===== config.mk =====
export PLATFORM = sky130hd
export DESIGN_NAME = smpl_trigger_sched
export DESIGN_NICKNAME = d
export VERILOG_FILES = /design/src/rtl/smpl_trigger_sched.sv
export SDC_FILE = /design/constraint.sdc
export NUM_CORES = 1
export LEC_CHECK = 0
export BUFFER_PORTS_ARGS = -buffer_cell sky130_fd_sc_hd__buf_2
export CAP_MARGIN = 20
export CORE_ASPECT_RATIO = 1.2
export CORE_MARGIN = 2
export CORE_UTILIZATION = 45
export CTS_BUF_LIST = sky130_fd_sc_hd__clkbuf_8
export CTS_CLUSTER_DIAMETER = 150
export DETAILED_ROUTE_END_ITERATION = 10
export GPL_ROUTABILITY_DRIVEN = 0
export PLACE_DENSITY = 0.68
export SETUP_SLACK_MARGIN = 0.05
export SLEW_MARGIN = 20
export SYNTH_ARGS = -nofsm -noshare
export SYNTH_HDL_FRONTEND = slang
export SYNTH_SLANG_ARGS = --single-unit
export TNS_END_PERCENT = 20

===== constraint.sdc =====
create_clock -name clkSmpl -period 3.3 [get_ports clkSmpl]
set_clock_uncertainty 0.05 [all_clocks]
set_input_delay 0.66 -clock clkSmpl [delete_from_list [all_inputs] [get_ports clkSmpl]]
set_output_delay 0.66 -clock clkSmpl [all_outputs]
set_load 0.01 [all_outputs]

===== src/rtl/smpl_trigger_sched.sv =====
// -----------------------------------------------------------------------------
// smpl_trigger_sched
// Sample-stream scheduler in the clkSmpl domain. It grants the ADC sample stream
// to one of NREQ display renderers per capture, chosen round-robin. It decimates
// the stream and waits for a level trigger, or for an auto timeout. It then
// forwards the decimated samples to the owner until the owner drops its request.
//
// Ports
//   clkSmpl      in   1     sample clock
//   n_reset      in   1     asynchronous, active-low reset
//   adc_valid    in   1     adc_data valid this cycle
//   adc_data     in   SN    raw sample
//   trig_level   in   SN    trigger threshold (unsigned)
//   trig_rising  in   1     1: rising-edge trigger, 0: falling-edge trigger
//   trig_auto    in   1     1: force a trigger after TOW-bit timeout
//   decim        in   DECW  keep 1 of (decim+1) valid samples
//   smpl_req     in   NREQ  per-requester request level
//   smpl_valid   out  NREQ  per-requester sample strobe
//   smpl         out  SN    shared sample bus (holds between strobes)
//   grant        out  NREQ  one-hot current owner (0 while idle)
//   triggered    out  1     high while streaming
//   auto_fired   out  1     1-cycle pulse when the trigger was forced
// -----------------------------------------------------------------------------
module smpl_trigger_sched #(
  parameter int SN   = 10,
  parameter int NREQ = 2,
  parameter int DECW = 8,
  parameter int TOW  = 12
) (
  input  logic            clkSmpl,
  input  logic            n_reset,
  input  logic            adc_valid,
  input  logic [SN-1:0]   adc_data,
  input  logic [SN-1:0]   trig_level,
  input  logic            trig_rising,
  input  logic            trig_auto,
  input  logic [DECW-1:0] decim,
  input  logic [NREQ-1:0] smpl_req,
  output logic [NREQ-1:0] smpl_valid,
  output logic [SN-1:0]   smpl,
  output logic [NREQ-1:0] grant,
  output logic            triggered,
  output logic            auto_fired
);

  localparam int OW = (NREQ > 1) ? $clog2(NREQ) : 1;
  localparam logic [TOW-1:0] TMAX = '1;

  typedef enum logic [1:0] {IDLE, ARM, STREAM} state_t;

  state_t          state, state_nxt;

  logic [NREQ-1:0] grant_q;
  logic [OW-1:0]   owner_idx;
  logic [OW-1:0]   last_owner;
  logic [DECW-1:0] decim_q;
  logic [SN-1:0]   level_q;
  logic            rising_q;
  logic            auto_q;
  logic [DECW-1:0] dcnt;
  logic [TOW-1:0]  tcnt;
  logic [SN-1:0]   prev;
  logic            have_prev;
  logic [SN-1:0]   smpl_q;
  logic [NREQ-1:0] valid_q;
  logic            fired_q;

  logic            active;
  logic            kept;
  logic            release_req;
  logic            hit;
  logic            forced;
  logic            take;
  logic            start_stream;
  logic            pick_found;
  logic [OW-1:0]   pick_idx;
  logic [OW-1:0]   scan;

  // Per-cycle qualifiers. A release takes priority over a kept sample in the same cycle.
  always_comb begin
    active       = (state != IDLE);
    kept         = active && adc_valid && (dcnt == decim_q);
    release_req  = active && ((smpl_req & grant_q) == '0);
    if (rising_q)
      hit = have_prev && (prev < level_q) && (adc_data >= level_q);
    else
      hit = have_prev && (prev > level_q) && (adc_data <= level_q);
    forced       = auto_q && (tcnt == TMAX) && !hit;
    take         = kept && !release_req;
    start_stream = (state == ARM) && take && (hit || forced);
  end

  // Round-robin pick: the first requester found searching upward from last_owner + 1 (mod NREQ).
  always_comb begin
    pick_found = 1'b0;
    pick_idx   = last_owner;
    scan       = last_owner;
    for (int i = 0; i < NREQ; i++) begin
      scan = (scan == OW'(NREQ - 1)) ? '0 : scan + OW'(1);
      if (!pick_found && smpl_req[scan]) begin
        pick_found = 1'b1;
        pick_idx   = scan;
      end
    end
  end

  // State register
  always_ff @(posedge clkSmpl or negedge n_reset) begin
    if (!n_reset)
      state <= IDLE;
    else
      state <= state_nxt;
  end

  // Next-state logic
  always_comb begin
    state_nxt = state;
    case (state)
      IDLE:    if (|smpl_req) state_nxt = ARM;
      ARM: begin
        if (release_req)       state_nxt = IDLE;
        else if (start_stream) state_nxt = STREAM;
      end
      STREAM:  if (release_req) state_nxt = IDLE;
      default: state_nxt = IDLE;
    endcase
  end

  // Output logic
  always_comb begin
    triggered  = (state == STREAM);
    smpl_valid = valid_q;
    smpl       = smpl_q;
    grant      = grant_q;
    auto_fired = fired_q;
  end

  // Capture datapath: grant/config latch, decimation, trigger history and the sample strobe.
  always_ff @(posedge clkSmpl or negedge n_reset) begin
    if (!n_reset) begin
      grant_q    <= '0;
      owner_idx  <= '0;
      last_owner <= OW'(NREQ - 1);
      decim_q    <= '0;
      level_q    <= '0;
      rising_q   <= 1'b0;
      auto_q     <= 1'b0;
      dcnt       <= '0;
      tcnt       <= '0;
      prev       <= '0;
      have_prev  <= 1'b0;
      smpl_q     <= '0;
      valid_q    <= '0;
      fired_q    <= 1'b0;
    end else begin
      valid_q <= '0;
      fired_q <= 1'b0;
      if (state == IDLE) begin
        if (|smpl_req) begin
          grant_q   <= NREQ'(1) << pick_idx;
          owner_idx <= pick_idx;
          decim_q   <= decim;
          level_q   <= trig_level;
          rising_q  <= trig_rising;
          auto_q    <= trig_auto;
          dcnt      <= '0;
          tcnt      <= '0;
          have_prev <= 1'b0;
        end
      end else if (release_req) begin
        grant_q    <= '0;
        last_owner <= owner_idx;
      end else begin
        if (adc_valid)
          dcnt <= (dcnt == decim_q) ? '0 : dcnt + DECW'(1);
        if (take) begin
          if (state == ARM) begin
            prev      <= adc_data;
            have_prev <= 1'b1;
            if (tcnt != TMAX)
              tcnt <= tcnt + TOW'(1);
            if (forced)
              fired_q <= 1'b1;
          end
          if ((state == STREAM) || hit || forced) begin
            smpl_q  <= adc_data;
            valid_q <= grant_q;
          end
        end
      end
    end
  end

endmodule


==> results.txt, run 1 <==
----------------------------------------------------
[Detailed routing]
  Via-per-instance ratio ... 5.35
  Average detailed-routed wire length per instance ... between 10 and 15 µm
  Aggregate routed wire length ... roughly 7.7 mm
  Number of antenna-violating nets in the routed design ... 0
  Number of optimization iterations in the first detailed-route pass ... 4
  Remaining routing DRC violations ... 0
  Initial drt markers ... approximately 110
  Via count of the routed design ... ~2700

[Clock tree]
  CTS sink cnt ... 70
  Number of H-tree branching levels ... 3
  Number of buffers added by the clock tree synthesis step ... 9
  Post-CTS resize count ... 0
  Clock Tree Root ... clkbuf_8
  Post-CTS setup buffer count ... 0
  Hold Buf Count CTS ... 0
  Clock insertion delay at the later pin of the skew report ... 0.35 ns
  Clock buffer depth ... 2
  Post-CTS clock slew at the launch and capture registers of the worst setup and hold paths ... about 0.08 ns
  Clock tree from TritonCTS ... built

[Power and ir drop]
  Pwr dens ... about 700 mW/mm²
  Static leakage ... approximately 2.1 nW
  Power after layout ... around 3.0 mW
  Worst vdd rail ir drop ... between 200 and 300 µV

[Yosys]
  Basic-gate share of the synthesized area counting and, or, nand and nor cells ... between 10% and 20%
  Ys async rst share ... 100%
  Compound-cell area share of the yosys netlist ... between 10% and 20%
  Warnings from Yosys ... 0
  Count of unique library cells instantiated by Yosys ... between 50 and 60
  Xor/xnor cell area share of the yosys netlist ... ~3.8%
  Fraction of the yosys area taken by sequential cells ... 47.5%
  Area share of fa/ha/maj cells after synthesis ... 7.46%
  Primary flip-flop cell chosen by synthesis mapping ... dfrtp_1
  Combined area of all synthesized cells ... about 0.0037 mm²
  Cell types with the largest area share after synthesis ... dfrtp_1, ha_1, nand2_1
  Combinational family with the most area after synthesis ... simple AND/OR/NAND/NOR gates
  Mapped Nets ... between 400 and 500
  Cells after synthesis ... 356
  Share of Yosys cell area claimed by the top area cell type ... about 47%
  Number of flops mapped to enable cells by yosys ... 0
  Multiplexer area fraction after synthesis ... 7.49%
  Largest area contributor in the synthesized netlist ... dfrtp_1
  Avg Inst Size Synth ... 10.4 µm²
  Number of synthesized register bits ... 70

[Die]
  Top-level I/O count ... 51
  Initial standard-cell utilization of the core ... between 40% and 50%
  DIE AREA ... between 0.008 and 0.009 mm²
  Die width ... 86.7 µm
  Row count ... 36
  Die Span Y ... just over 100 µm
  Core box area ... approximately 0.0081 mm²

[Timing]
  Max Clock Freq ... around 0.37 GHz
  Final setup fails ... 0
  Unrepaired setup endpoints after global routing ... false
  Share of the cycle needed by the critical path after routing ... between 80% and 90%
  Final Hold Fails ... 0
  Worst slew margin relative to its limit ... between 50% and 60%
  Slew @ Worst Pin ... 0.738 ns
  Final min period ... roughly 2.7 ns
  Total count of max-transition violations in the final report ... 0
  Total negative slack ... 0 ns
  Worst hold slack ... between 0.3 and 0.4 ns

[Layout]
  Share of final-layout standard cells stronger than drive strength 1 ... 26.4%
  Core Util, Final ... around 53%
  Number of nets in the layout ... 469
  Antenna Diode Count ... 0
  Synth-to-Final Area Change ... 16.2%
  Fill cell count ... approximately 750
  Fin cells ... between 500 and 600

[Placed design]
  Cell count after placement ... between 400 and 500
  HPWL reported at the end of detailed placement ... 5.57 mm
  Port Buf Inserts ... 50

[Worst setup path]
  Startpoint type of the worst setup path ... flop
  Arrival time worst endpoint ... a little under 3 ns
  Startpoint-to-endpoint class of the critical path ... reg -> reg
  Setup slack of the worst register-to-register path ... roughly 0.57 ns
  RR Startpoint ... level_q[3]
  Critical Path Source ... level_q[3]
  Critical Path RT ... about 3.5 ns
  Depth of the worst register-to-register path ... 9
  Max Fanout on Critical Path ... 9
  Capture instance of the worst register-to-register path ... smpl[1]
  Termination of the worst setup path ... smpl[1]
  Critical path endpoint category ... flop

[GRT]
  Combined global-route utilization of all metal layers ... a little under a fifth
  Wire length of the first global-routing pass ... roughly 13 mm
  Overflow after GRT ... 0
  Vias in the first global route ... about 2700
  Pin count of the biggest net entering global routing ... between 40 and 50
  Initial antenna violation count ... 0

[Worst hold path]
  Class of the worst hold path ... in -> async

[Outcome]
  Result of the run ... finished, final reports clean

[Run]
  Number of violations of the max-capacitance limit ... 0

----------------------------------------------------
sequential cells by signal, indices dropped and copies added, names as in the netlist, 2 cells and up:
signal,count
dcnt,8
decim_q,8
grant,2
level_q,10
prev,10
smpl,10
smpl_valid,2
state,2
tcnt,12
cells by family (layout without fill, tap and decap cells):
| kind of cell | count (synthesis) | in the layout |
|---|---|---|
| flops | 70 | 70 |
| fa+ha+maj | 22 | 22 |
| compound gates | 72 | 72 |
| mux | 22 | 22 |
| simple gates | 122 | 122 |
| xor+xnor | 16 | 16 |
| buf+inv | 32 | 93 |
worst min path at each step:
stage | start | end
3_5_place_dp | auto_q | auto_q
6_report | n_reset | smpl[7]
3_3_place_gp | auto_q | auto_q
2_1_floorplan | n_reset | auto_fired
4_1_cts | n_reset | smpl[6]
5_1_grt | n_reset | smpl[7]
worst max-delay path, stage by stage (launching register included):
cell      delay [ns]
dfrtp_1         0.36
inv_1           0.09
ha_1            0.27
a21oi_1         0.17
o21ai_0         0.12
a2111o_1        0.44
a211o_1         0.30
a41oi_2         0.23
buf_4           0.23
mux2_2          0.35
where the power goes:
group	leakage [nW]	internal (mW)	total, mW	switching (mW)
clock network	0.114	0.445	0.780	0.335
logic	1.04	0.412	1.01	0.598
registers	0.923	1.07	1.22	0.159
total	2.08	1.92	3.01	1.09
per-stage QoR:
stage	setup slack, ns	cell area [µm²]
final	0.567	4290
after global routing	0.423	4290
after CTS	0.545	4290
after detailed placement	0.273	4070
after global placement	0.353	4070
after floorplan	0.568	3690
cell type report:
type | instances | area (µm²) | area share, %
Sequential cell | 70 | 1750 | 40.9
Multi-Input combinational cell | 254 | 1800 | 42.0
Clock inverter | 6 | 85.1 | 1.98
Tap cell | 95 | 119 | 2.77
Inverter | 20 | 75.1 | 1.75
Timing Repair Buffer | 57 | 315 | 7.35
Clock buffer | 10 | 138 | 3.21
cell usage in the layout, fill, tap and decap left out, types with 2 or more instances in the layout:
cell,netlist,routed
a21oi_1,8,8
xnor2_1,16,16
inv_1,20,21
mux2_4,8,8
o21ai_0,30,30
nand2b_1,6,6
clkbuf_8,0,10
o22ai_1,2,2
mux2_2,13,13
nand3_1,8,8
and3_1,5,5
nand4_1,8,8
a22o_1,2,2
buf_2,3,50
nor2_1,24,24
buf_4,1,6
dfrtp_1,69,69
and4_1,2,2
o31ai_1,2,2
and2_2,2,2
nor2_2,2,2
a211oi_1,9,9
a31oi_1,2,2
nand2_1,56,56
a2111oi_4,2,2
bufinv_16,0,2
ha_1,22,22
cell usage after synthesis, types with 3 or more instances:
cell type	count
a211oi_1	9
a21oi_1	8
and3_1	5
buf_2	3
clkbuf_1	6
dfrtp_1	69
ha_1	22
inv_1	20
mux2_2	13
mux2_4	8
nand2_1	56
nand2b_1	6
nand3_1	8
nand4_1	8
nor2_1	24
o21ai_0	30
xnor2_1	16
metal layers:
| metal | global-route usage, % | routed length, µm |
|---|---|---|
| met4 | 7.57 | 115 |
| met1 | 23.2 | 3500 |
| met3 | 2.86 | 242 |
| met5 | 0 | 0 |
| met2 | 32.4 | 3800 |
Note: power is estimated with default switching activity, not from simulation.
==> run 2: changes to the inputs <==
--- a/config.mk
+++ b/config.mk
@@ -14,7 +14,7 @@
 export CTS_CLUSTER_DIAMETER = 150
 export DETAILED_ROUTE_END_ITERATION = 10
 export GPL_ROUTABILITY_DRIVEN = 0
-export PLACE_DENSITY = 0.68
+export PLACE_DENSITY = 0.7
 export SETUP_SLACK_MARGIN = 0.05
 export SLEW_MARGIN = 20
 export SYNTH_ARGS = -nofsm -noshare
==> constraint.sdc (replaced) <==
create_clock -name clkSmpl -period 2.5 [get_ports clkSmpl]
set_clock_uncertainty 0.05 [all_clocks]
set_input_delay 0.5 -clock clkSmpl [delete_from_list [all_inputs] [get_ports clkSmpl]]
set_output_delay 0.5 -clock clkSmpl [all_outputs]
set_load 0.01 [all_outputs]
==> run 2 against run 1 <==
The flow now finishes with violations (setup timing). Via count rose by 3.8%. Count of clock-buffer cells in the layout decreased by 1. Global-route usage is 0.96 points higher. Power up 45%. Sequential power is 31% higher. First-iteration DRC count is 88% higher. Critical endpoint is now smpl[2]. Flip-flop and latch count did not move. Combinational power rose by 67%. Non-clock buffer count grew 20. Critical path type unchanged. Core utilization rose by 4.5 points. Design area up 8.5%.
==> results.txt, run 2 (same netlist as run 1, synthesis figures left out) <==
----------------------------------------------------
[Worst setup path]
  Crit-path cells ... inv_2, ha_4, a211oi_2, nor2_1, a2111o_1, a211o_1, a41oi_4, buf_6, buf_16, mux2_4
  Startpoint type of the worst setup path ... flop
  Critical path endpoint category ... flop
  Critical Path RT ... 2.70 ns (-0.79 ns)
  Highest-delay cell along the critical path ... a2111o_1
  Max Fanout on Critical Path ... 5 (-4)
  Delay of the slowest cell on the worst path ... 0.41 ns (-0.03 ns)
  Startpoint-to-endpoint class of the critical path ... reg -> reg
  Arrival time worst endpoint ... 2.82 ns (-0.10 ns)

[Run]
  Number of violations of the max-capacitance limit ... 0 (unchanged)

[Die]
  Die width ... 86.7 µm (unchanged)
  Die Span Y ... 103 µm (unchanged)
  DIE AREA ... 0.00895 mm² (unchanged)
  Row count ... 36 (unchanged)
  Initial standard-cell utilization of the core ... 45.8% (unchanged)
  Top-level I/O count ... 51 (unchanged)
  Core box area ... 0.00806 mm² (unchanged)

[Timing]
  Max Clock Freq ... 0.382 GHz (+4.3%)
  Slew @ Worst Pin ... 0.538 ns (-0.200 ns)
  Total negative slack ... -0.993 ns (-0.993 ns)
  Unrepaired setup endpoints after global routing ... true
  Final min period ... 2.62 ns (-0.113 ns)
  Share of the cycle needed by the critical path after routing ... 105% (+22 points)
  Worst slew margin relative to its limit ... 64.1% (+13 points)
  Final Hold Fails ... 0 (unchanged)
  Total count of max-transition violations in the final report ... 0 (unchanged)
  Final setup fails ... 12 (+12)
  Min setup slack post-route ... -0.121 ns (-0.687 ns)
  Worst hold slack ... 0.0797 ns (-0.240 ns)

[Detailed routing]
  Average detailed-routed wire length per instance ... 15.3 µm (+2.4%)
  Number of antenna-violating nets in the routed design ... 0 (unchanged)
  Initial drt markers ... 203 (+88%)
  Aggregate routed wire length ... 8.14 mm (+6.4%)
  Number of optimization iterations in the first detailed-route pass ... 4 (unchanged)
  Via count of the routed design ... 2844 (+3.8%)
  Via-per-instance ratio ... 5.35 (about the same)
  Remaining routing DRC violations ... 0 (unchanged)

[Clock tree]
  Clock buffer depth ... 2 (unchanged)
  Number of buffers added by the clock tree synthesis step ... 9 (unchanged)
  Clock insertion delay at the later pin of the skew report ... 0.35 ns (about the same)
  Post-CTS clock slew at the launch and capture registers of the worst setup and hold paths ... 0.09 ns (about the same)
  Number of H-tree branching levels ... 3 (unchanged)
  Clock Tree Root ... clkbuf_8
  Clock tree from TritonCTS ... built
  CTS sink cnt ... 70 (unchanged)

[Worst hold path]
  Class of the worst hold path ... in -> async

[GRT]
  Combined global-route utilization of all metal layers ... 19.6% (+0.96 points)
  Pin count of the biggest net entering global routing ... 71 (+73%)
  Wire length of the first global-routing pass ... 13.5 mm (+5.5%)
  Vias in the first global route ... 2859 (+6.1%)
  Initial antenna violation count ... 0 (unchanged)
  Overflow after GRT ... 0 (unchanged)

[Power and ir drop]
  Worst vdd rail ir drop ... 365 µV (+25%)
  Power after layout ... 4.38 mW (+45%)
  Static leakage ... 2.19 nW (+5.4%)
  Pwr dens ... 942 mW/mm² (+34%)

[Layout]
  Design area ... 0.00465 mm² (+8.5%)
  Antenna Diode Count ... 0 (unchanged)
  Fin cells ... 532 (+3.9%)
  Share of final-layout standard cells stronger than drive strength 1 ... 34.8% (+8.4 points)
  Number of nets in the layout ... 489 (+4.3%)
  Top reg by flops ... tcnt
  Most frequent cells in the layout ... dfrtp_1, nand2_1, buf_2, o21ai_0, nor2_1
  Synth-to-Final Area Change ... 26.1%
  Number of flip-flops in the largest register ... 12 (unchanged)
  Most frequent standard cell in the layout excluding fill and tap cells ... dfrtp_1

[Outcome]
  Violated checks ... setup timing
  Result of the run ... complete, but fails checks

[Placed design]
  Cell count after placement ... 507 (+2.2%)
  Port Buf Inserts ... 50 (unchanged)
  HPWL reported at the end of detailed placement ... 5.42 mm (-2.8%)
  Instance area after placement ... 0.00423 mm² (+4.1%)

----------------------------------------------------
-- run 2: cell types whose count changed in the layout (fill, tap and decap cells not counted), moves of 3 or more --
cell,delta
a21oi_1,-3
ha_1,-8
a21oi_2,+3
buf_4,+14
ha_4,+8
buf_6,+4
inv_1,-6
inv_2,+6
-- run 2: stage by stage --
stage               util (%)  setup WS, ns
global placement        52.5        -0.127
floorplan                  -        0.0518
detailed placement      52.5        -0.199
CTS                     57.2        -0.176
global route            57.7        -0.216
finish                  57.7        -0.121
-- run 2: area by class of cell --
type                    count  area (µm²)
fillers                   671        3410
multi-input cells         254        1960
flip-flops and latches     70        1750
repair buffers             77         513
clock buffers               9         124
well taps                  95         119
clock inverters             7         114
inverters                  20        75.1
-- run 2: layer usage --
metal  vias to the layer above  global-route usage (%)  share of wire [%]
met4                         0                    8.29                3.0
li1                       1393                       -                  -
met1                      1355                    24.4                 44
met2                        72                    33.9                 50
met5                         -                       0                  0
met3                        24                    3.10                3.2
-- run 2: worst paths after layout --
| kind | slack, ns | startpoint | cells past startpoint | to |
|---|---|---|---|---|
| min in group clkSmpl | 0.29 | decim[6] | 3 | decim_q[6] |
| min reg2reg | 0.44 | auto_q | 2 | auto_q |
| max | -0.12 | level_q[7] | 10 | smpl[2] |
| min | 0.08 | n_reset | 2 | smpl[4] |
| max in group asynchronous | 1.93 | n_reset | 2 | last_owner |
| max reg2reg | -0.12 | level_q[7] | 10 | smpl[2] |
-- run 2: where the power goes --
group | switching, mW | internal (mW)
clock network | 0.441 | 0.657
logic | 0.932 | 0.753
registers | 0.191 | 1.41
-- run 2: what timing repair did --
action | CTS | global route
hold buffers | 0 | 0
gates resized for setup | 11 | 12
cloned | 1 | 0
buffers inserted | 5 | 4
pin swaps | 9 | 10
endpoints found under the setup margin | 10 | 13
-- run 2: worst max-delay path, delay by kind of cell (launching register included) --
family	cells	cell delay [ns]
compound gates	4	1.16
mux	1	0.29
simple gates	1	0.06
fa+ha+maj	1	0.22
buf+inv	3	0.36
flops	1	0.38
